### src/rtl/bit_serial_adder.sv
// bit_serial_adder
//   Multi-cycle adder: adds two WIDTH-bit operands plus a carry-in, one bit
//   per clock, LSB first, through a mux-based full-adder cell. A flip-flop
//   carries between bits; the per-bit sums are shifted into an accumulator
//   and published to sum/cout on the completing edge.
//
// Ports:
//   clk    in   rising-edge clock
//   rst    in   asynchronous active-high reset
//   start  in   operation request, honoured only when busy=0
//   a, b   in   WIDTH-bit operands, captured on the accepting edge
//   cin    in   initial carry-in, captured with a/b
//   busy   out  high for the WIDTH cycles of bit processing
//   done   out  one-cycle pulse when sum/cout have just been updated
//   sum    out  registered (a+b+cin) mod 2^WIDTH
//   cout   out  registered carry out of bit WIDTH-1

// Single-bit full adder built from 2:1 muxes. The propagate term selects
// between inverted/straight carry-in for the sum, and between carry-in and
// x (generate/kill case) for the carry.
module full_adder_mux (
  input  logic x,
  input  logic y,
  input  logic ci,
  output logic s,
  output logic co
);
  logic p;

  assign p  = x ^ y;
  assign s  = p ? ~ci : ci;
  assign co = p ? ci  : x;
endmodule

module bit_serial_adder #(
  parameter int WIDTH = 8
) (
  input  logic             clk,
  input  logic             rst,
  input  logic             start,
  input  logic [WIDTH-1:0] a,
  input  logic [WIDTH-1:0] b,
  input  logic             cin,
  output logic             busy,
  output logic             done,
  output logic [WIDTH-1:0] sum,
  output logic             cout
);

  localparam int CW = $clog2(WIDTH) + 1;
  localparam logic [CW-1:0] LAST = CW'(WIDTH - 1);

  typedef enum logic [1:0] {
    IDLE = 2'd0,
    ADD  = 2'd1,
    DONE = 2'd2
  } state_t;

  state_t state;
  state_t state_next;

  logic [WIDTH-1:0] a_sr;
  logic [WIDTH-1:0] b_sr;
  logic [WIDTH-1:0] acc;
  logic [WIDTH-1:0] acc_next;
  logic [CW-1:0]    count;
  logic             carry;
  logic             accept;
  logic             last;
  logic             cell_s;
  logic             cell_co;

  full_adder_mux u_cell (
    .x  (a_sr[0]),
    .y  (b_sr[0]),
    .ci (carry),
    .s  (cell_s),
    .co (cell_co)
  );

  // Shift-based form keeps the insertion legal for WIDTH=1 as well.
  assign acc_next = (acc >> 1) | ({{(WIDTH-1){1'b0}}, cell_s} << (WIDTH - 1));

  // State register.
  always_ff @(posedge clk or posedge rst) begin
    if (rst) begin
      state <= IDLE;
    end else begin
      state <= state_next;
    end
  end

  // Next-state decode plus accept/last-bit strobes for the datapath.
  always_comb begin
    state_next = state;
    accept     = 1'b0;
    last       = 1'b0;
    case (state)
      IDLE: begin
        if (start) begin
          state_next = ADD;
          accept     = 1'b1;
        end else begin
          state_next = IDLE;
        end
      end
      ADD: begin
        if (count == LAST) begin
          state_next = DONE;
          last       = 1'b1;
        end else begin
          state_next = ADD;
        end
      end
      DONE: begin
        // A start in the done cycle is taken immediately, no idle gap.
        if (start) begin
          state_next = ADD;
          accept     = 1'b1;
        end else begin
          state_next = IDLE;
        end
      end
      default: begin
        state_next = IDLE;
      end
    endcase
  end

  // Operand capture, per-bit shifting and carry storage.
  always_ff @(posedge clk or posedge rst) begin
    if (rst) begin
      a_sr  <= '0;
      b_sr  <= '0;
      acc   <= '0;
      count <= '0;
      carry <= 1'b0;
    end else if (accept) begin
      a_sr  <= a;
      b_sr  <= b;
      acc   <= '0;
      count <= '0;
      carry <= cin;
    end else if (state == ADD) begin
      a_sr  <= a_sr >> 1;
      b_sr  <= b_sr >> 1;
      acc   <= acc_next;
      count <= count + CW'(1);
      carry <= cell_co;
    end else begin
      a_sr  <= a_sr;
      b_sr  <= b_sr;
      acc   <= acc;
      count <= count;
      carry <= carry;
    end
  end

  // Result registers: updated only on the completing edge, held otherwise.
  always_ff @(posedge clk or posedge rst) begin
    if (rst) begin
      sum  <= '0;
      cout <= 1'b0;
    end else if (last) begin
      sum  <= acc_next;
      cout <= cell_co;
    end else begin
      sum  <= sum;
      cout <= cout;
    end
  end

  // Handshake outputs registered from the next state so they align with it.
  always_ff @(posedge clk or posedge rst) begin
    if (rst) begin
      busy <= 1'b0;
      done <= 1'b0;
    end else begin
      busy <= (state_next == ADD);
      done <= (state_next == DONE);
    end
  end

endmodule

### config.mk
export PLATFORM = sky130hd
export DESIGN_NAME = bit_serial_adder
export DESIGN_NICKNAME = d
export VERILOG_FILES = /design/src/rtl/bit_serial_adder.sv
export SDC_FILE = /design/constraint.sdc
export NUM_CORES = 1
export LEC_CHECK = 0
export ABC_AREA = 1
export CAP_MARGIN = 10
export CORE_MARGIN = 1
export CORE_UTILIZATION = 61
export CTS_CLUSTER_DIAMETER = 50
export DETAILED_ROUTE_END_ITERATION = 8
export DONT_BUFFER_PORTS = 1
export PLACE_DENSITY = 0.81
export SLEW_MARGIN = 20
export SYNTH_ARGS = -nofsm -noshare
export SYNTH_HDL_FRONTEND = slang
export SYNTH_SLANG_ARGS = --single-unit
### constraint.sdc
create_clock -name clk -period 1.4 [get_ports clk]
set_input_delay 0.21 -clock clk [delete_from_list [all_inputs] [get_ports clk]]
set_output_delay 0.21 -clock clk [all_outputs]
set_load 0.05 [all_outputs]
# ---- Yosys cells after proc, flatten, opt, wreduce, memory -nomap -nowiden
# Cells that the tools add are included.
dict set report op_classes {
  add_sub_neg 1
  eq_ne 5
  muxes 19
  bitwise 3
  n_reduce_logical 3
}
# operator count
set ops {}
lappend ops {{8-bit 2-to-1 mux} 6}
lappend ops {{1-bit 2-to-1 mux} 9}
lappend ops {{4-bit 2-to-1 mux} 2}
lappend ops {{7-bit by 8-bit OR with 8-bit output} 1}
lappend ops {{4-bit by 1-bit adder with 4-bit output (second input constant)} 1}
lappend ops {{2-bit by 1-bit equality test with 1-bit output (second input constant)} 2}
lappend ops {{2-bit equality test (second input constant)} 2}
lappend ops {{4-bit by 3-bit equality test with 1-bit output (second input constant)} 1}
lappend ops {{2-bit case mux with 2 select lines} 1}
lappend ops {{2-bit zero test} 1}
lappend ops {{2-bit 2-to-1 mux} 1}
lappend ops {{2-bit nonzero test} 1}
lappend ops {{2-bit OR reduction} 1}
lappend ops {{1-bit inverter} 1}
lappend ops {{1-bit bitwise XOR} 1}
dict set report totals {
  reg_bits 42
  in_bits 20
  out_inout_bits 11
}

# ---- Longest topological paths before layout
dict set report depth {
  depth_word 5
  mapped_depth 7
  mapped_depth_nobuf 7
}

# ---- By module
# Synthesis repeated with hierarchy kept, for this count alone.
dict set report unflattened {
  hier_cells 221
  hier_area_um2 1883.1
}
# module n_inst cells_per_inst area_each_um2
set by_module_without_submodules {}
lappend by_module_without_submodules {bit_serial_adder 1 211 1836.8}
lappend by_module_without_submodules {full_adder_mux 1 10 46.3}

# ---- Least setup slack after synthesis
# No wires, ideal clock.
dict set report synth_path {
  kind {register to register}
  from {reg count[0]}
  to {reg cout}
  setup_ps 66
  t_arrival_ps 1084
  required_ps 1334
  setup_slack_ps 250
  path_stages_with_launch 8
  synth_period_minus_slack_ps 1150
  cell_sequence {dfrtp_1 > ha_1 > nand2_2 > nor2_4 > nand2_4 > buf_6 > nand2_1 > nand2_1}
}
dict set report synth_between {
  elab_chain_cells 3
}
# element line
set synth_lines {}
lappend synth_lines {{start, declared} 66} ;# logic [CW-1:0] count;
lappend synth_lines {{start signal, assigned} 148} ;# count <= count + CW'(1);
lappend synth_lines {{start signal, assigned} 154} ;# count <= count;
lappend synth_lines {{4-bit by 3-bit equality test with 1-bit output} 108} ;# if (count == LAST) begin
lappend synth_lines {{1-bit 2-to-1 mux} 108}
lappend synth_lines {{1-bit 2-to-1 mux} 98} ;# case (state)
lappend synth_lines {{end signal, assigned} 166} ;# cout <= cell_co;
lappend synth_lines {{end signal, assigned} 169} ;# cout <= cout;
lappend synth_lines {{end, declared} 47} ;# output logic cout
# No other way between the ends.
# A chain may end at the register's enable or synchronous reset.

# ---- Worst setup path after layout
dict set report layout_path {
  from {reg count[0]}
  to {reg sum[7]}
}
dict set report layout_between {
  elab_chain_cells 3
}
# element line
set layout_lines {}
lappend layout_lines {{4-bit by 3-bit equality test with 1-bit output} 108}
lappend layout_lines {{1-bit 2-to-1 mux} 108}
lappend layout_lines {{1-bit 2-to-1 mux} 98}
lappend layout_lines {{end signal, assigned} 165} ;# sum <= acc_next;
lappend layout_lines {{end signal, assigned} 168} ;# sum <= sum;
lappend layout_lines {{end, declared} 46} ;# output logic [WIDTH-1:0] sum,
# No other way between the ends.

==> impl_results.md <==
- Worst-path maximum fanout: 18
- Initial Util: ~65%
- Leakage power: approximately 1.0 nW
- Ys async rst share: 100.0%
- Io pins: 31
- Die height: ~57 um
- Startpoint types: flop
- Final Max Tran Viols: 0
- Switching share of power: about 47%
- Clk network pwr share: between 10% and 20%
- Critical Path Most Common Cell: nand2_1
- Area share of the largest cell type after synthesis: approximately 56%
- DP HPWL: around 2.0 mm
- Fin Setup TNS: 0 ns
- Part of the power in combinational logic: roughly 35%
- Post-CTS Hold Buffers: 11
- Post-synth top cells: nand2_1, dfrtp_1, inv_1
- CTS tree: built
- Violations in the final reports: design-rule violations
- Cell taking the most area after synthesis: dfrtp_1
- GRT Overall Usage: 22.29%
- Sequential area share after synthesis: 56.20%
- Via density: 5.343
- First-pass GRT wire length: between 5 and 6 mm
- Switch Pwr: around 2.2 mW
- Final Hold Violating Endpoints: 0
- Setup Slack @ Placement: ~0.11 ns
- Crit path capture type: flop
- Worst hold path class: in2reg
- Worst-path clk slew: approximately 0.11 ns
- GP Congestion: 0.7924
- Syn Area/Cell: roughly 9.5 sq um
- Maximum number of pins on one net before global-route repair: 42
- CTS HTree Levels: 2
- Drt first pass iters: 6
- Clock sink count: 41
- Setup slack after layout: 0.1031 ns
- PD cells: roughly 2400 nW/um^2
- Fin crit period: between 1 and 1.5 ns
- Status: finished with violations
- PostCTS Resize Cnt: 0
- Cell with the most instances after synthesis: nand2_1
- Reg power frac: about 53%
- Crit path kind: reg2reg
- Clock latency on the worst-skew pair: approximately 0.34 ns
- Ys flop type: dfrtp_1
- # port buffers: 0
- Die Wd: 56.71 um
- Final Setup Violations: 0
- Antenna viol nets, final: 0
- Die footprint: 3215 sq um
- Synth Register Bits: 41
- Mapped Cells: ~190
- CP arrival: around 1.5 ns
- Tightest Pin Transition: 0.5004 ns
- Maximum vdd ir drop: roughly 1200 uV
- Standard-cell rows: 19
- Core box area: roughly 2800 sq um
- Final WL: about 3 mm
- Post-synthesis net count: between 200 and 250
- Final period utilization: 92.63%
- CP max stage delay: around 0.42 ns
- Post-CTS Setup Repair Bufs: 0
- Pint: roughly 2.5 mW
- # DRC: 4
- Layout area overhead: 6.717%
- Total grt overflow: 0
- Worst rel slew slack: ~67%
- CTS Buf Count: 5
- Routed wire length per instance: 13.03 um
- Fraction of layout cells with a size suffix above 1: 17.56%
- Final std cells w/o fill: between 200 and 250
- CP required: 1.63 ns
- Initial drt markers: 35
- Count of max-cap constraint violations: 0
- Root buffer cell: clkbuf_4
- CP max-delay cell: dfrtp_1
- Clock Skew: 0.007519 ns
- Peak Freq: between 0.7 and 0.8 GHz
- Inst Count DP: 218
- Fin nets: approximately 230
- Clock buffer depth: 2
- RSZ-0062 raised after global routing: false
- Vias in the first global route: 1263
- Initial antenna violation count: 0
- CP Cell Sequence: ha_1 > nand2_2 > nor2_4 > nand2_4 > inv_2 > nand2_1 > nand2_1
- Largest cells by area after synthesis: dfrtp_1, nand2_1, nand3_1
- Post-synth EDFFs: 0
- Mapped Area: ~1800 sq um
- Syn. warnings: 0
- Post-synth cell types: 18
- Ant. Diodes: 0
- Vias: approximately 1300
## metrics by stage
stage	instance area [sq um]	utilization [%]	power [mW]	hold WS, ns
floorplan	1826	-	4.041	0.3266
global placement	1783	63.56	4.013	0.2448
detailed placement	1783	63.56	4.144	0.2564
CTS	1948	69.45	4.744	0.0009317
global route	1948	69.45	5.073	0.006433
finish	1948	69.45	4.710	0.01101
## path summary, 6_finish.rpt
check / from / to / slack [ns] / cells after the start
worst min-delay path: a[6] / a_sr[6]$_DFFE_PP0P_ / 0.01 / 2
min in group asynchronous: rst / busy$_DFF_PP0_ / 0.45 / 3
max in group asynchronous: rst / b_sr[4]$_DFFE_PP0P_ / 0.60 / 3
worst min register to register: b_sr[1]$_DFFE_PP0P_ / b_sr[1]$_DFFE_PP0P_ / 0.50 / 2
worst max-delay path: count[0]$_DFFE_PP0P_ / sum[7]$_DFFE_PP0P_ / 0.10 / 7
worst max register to register: count[0]$_DFFE_PP0P_ / sum[7]$_DFFE_PP0P_ / 0.10 / 7
## cells in the final DEF (no fill, tap or decap)
cell	count
nand2_1	72
inv_1	15
o21ai_2	8
dlygate4sd3_1	11
inv_4	1
o22ai_1	6
nand3_1	14
ha_1	1
nand2_4	3
clkbuf_1	1
nor2_4	1
clkbuf_4	5
a21oi_1	2
clkbuf_8	1
dfrtp_1	41
nand3_2	1
inv_2	3
nand2_2	9
nor2_1	6
buf_4	2
o211ai_2	2
## flip-flops by register name, indices dropped and copies added, names as in the netlist
signal	cells
busy	1
cout	1
state	2
count	4
a_sr	8
carry	1
b_sr	8
sum	8
done	1
acc	7
## power groups by stage
stage / sequential (mW) / clock [mW] / combinational [mW]
final: 2.51 / 0.576 / 1.63
after detailed placement: 2.53 / 0 / 1.61
after global placement: 2.51 / 0 / 1.51
after floorplan: 2.46 / 0 / 1.58
after global routing: 2.57 / 0.628 / 1.87
after CTS: 2.51 / 0.598 / 1.64
## critical path: cells and delay by family, from the launching register on
family        cells  cell delay, ns
simple gates      5            0.45
flops             1            0.42
fa+ha+maj         1            0.23
buf+inv           1            0.09
## layer usage
layer | share of wire (%) | vias up | global-route usage, %
li1 | - | 623 | -
met1 | 41 | 589 | 24.42
met2 | 53 | 39 | 39.46
met3 | 3.9 | 10 | 5.530
met4 | 2.5 | 0 | 11.79
met5 | 0 | - | 0
## cell type report
class | instances | area [sq um]
flip-flops and latches | 41 | 1026
fillers | 215 | 857.1
multi-input cells | 125 | 629.4
repair buffers | 13 | 125.1
inverters | 19 | 73.82
clock buffers | 7 | 55.05
well taps | 31 | 38.79
## cell families after synthesis
kind of cell,Yosys count,share of synthesized area [%]
AND/OR/NAND/NOR,106,25.98
buffers and inverters,26,9.321
flip-flops,41,56.20
AO/OA/AOI/OAI,18,7.814
adder cells (fa/ha/maj),1,0.6853
Note: power is estimated with default switching activity, not from simulation.
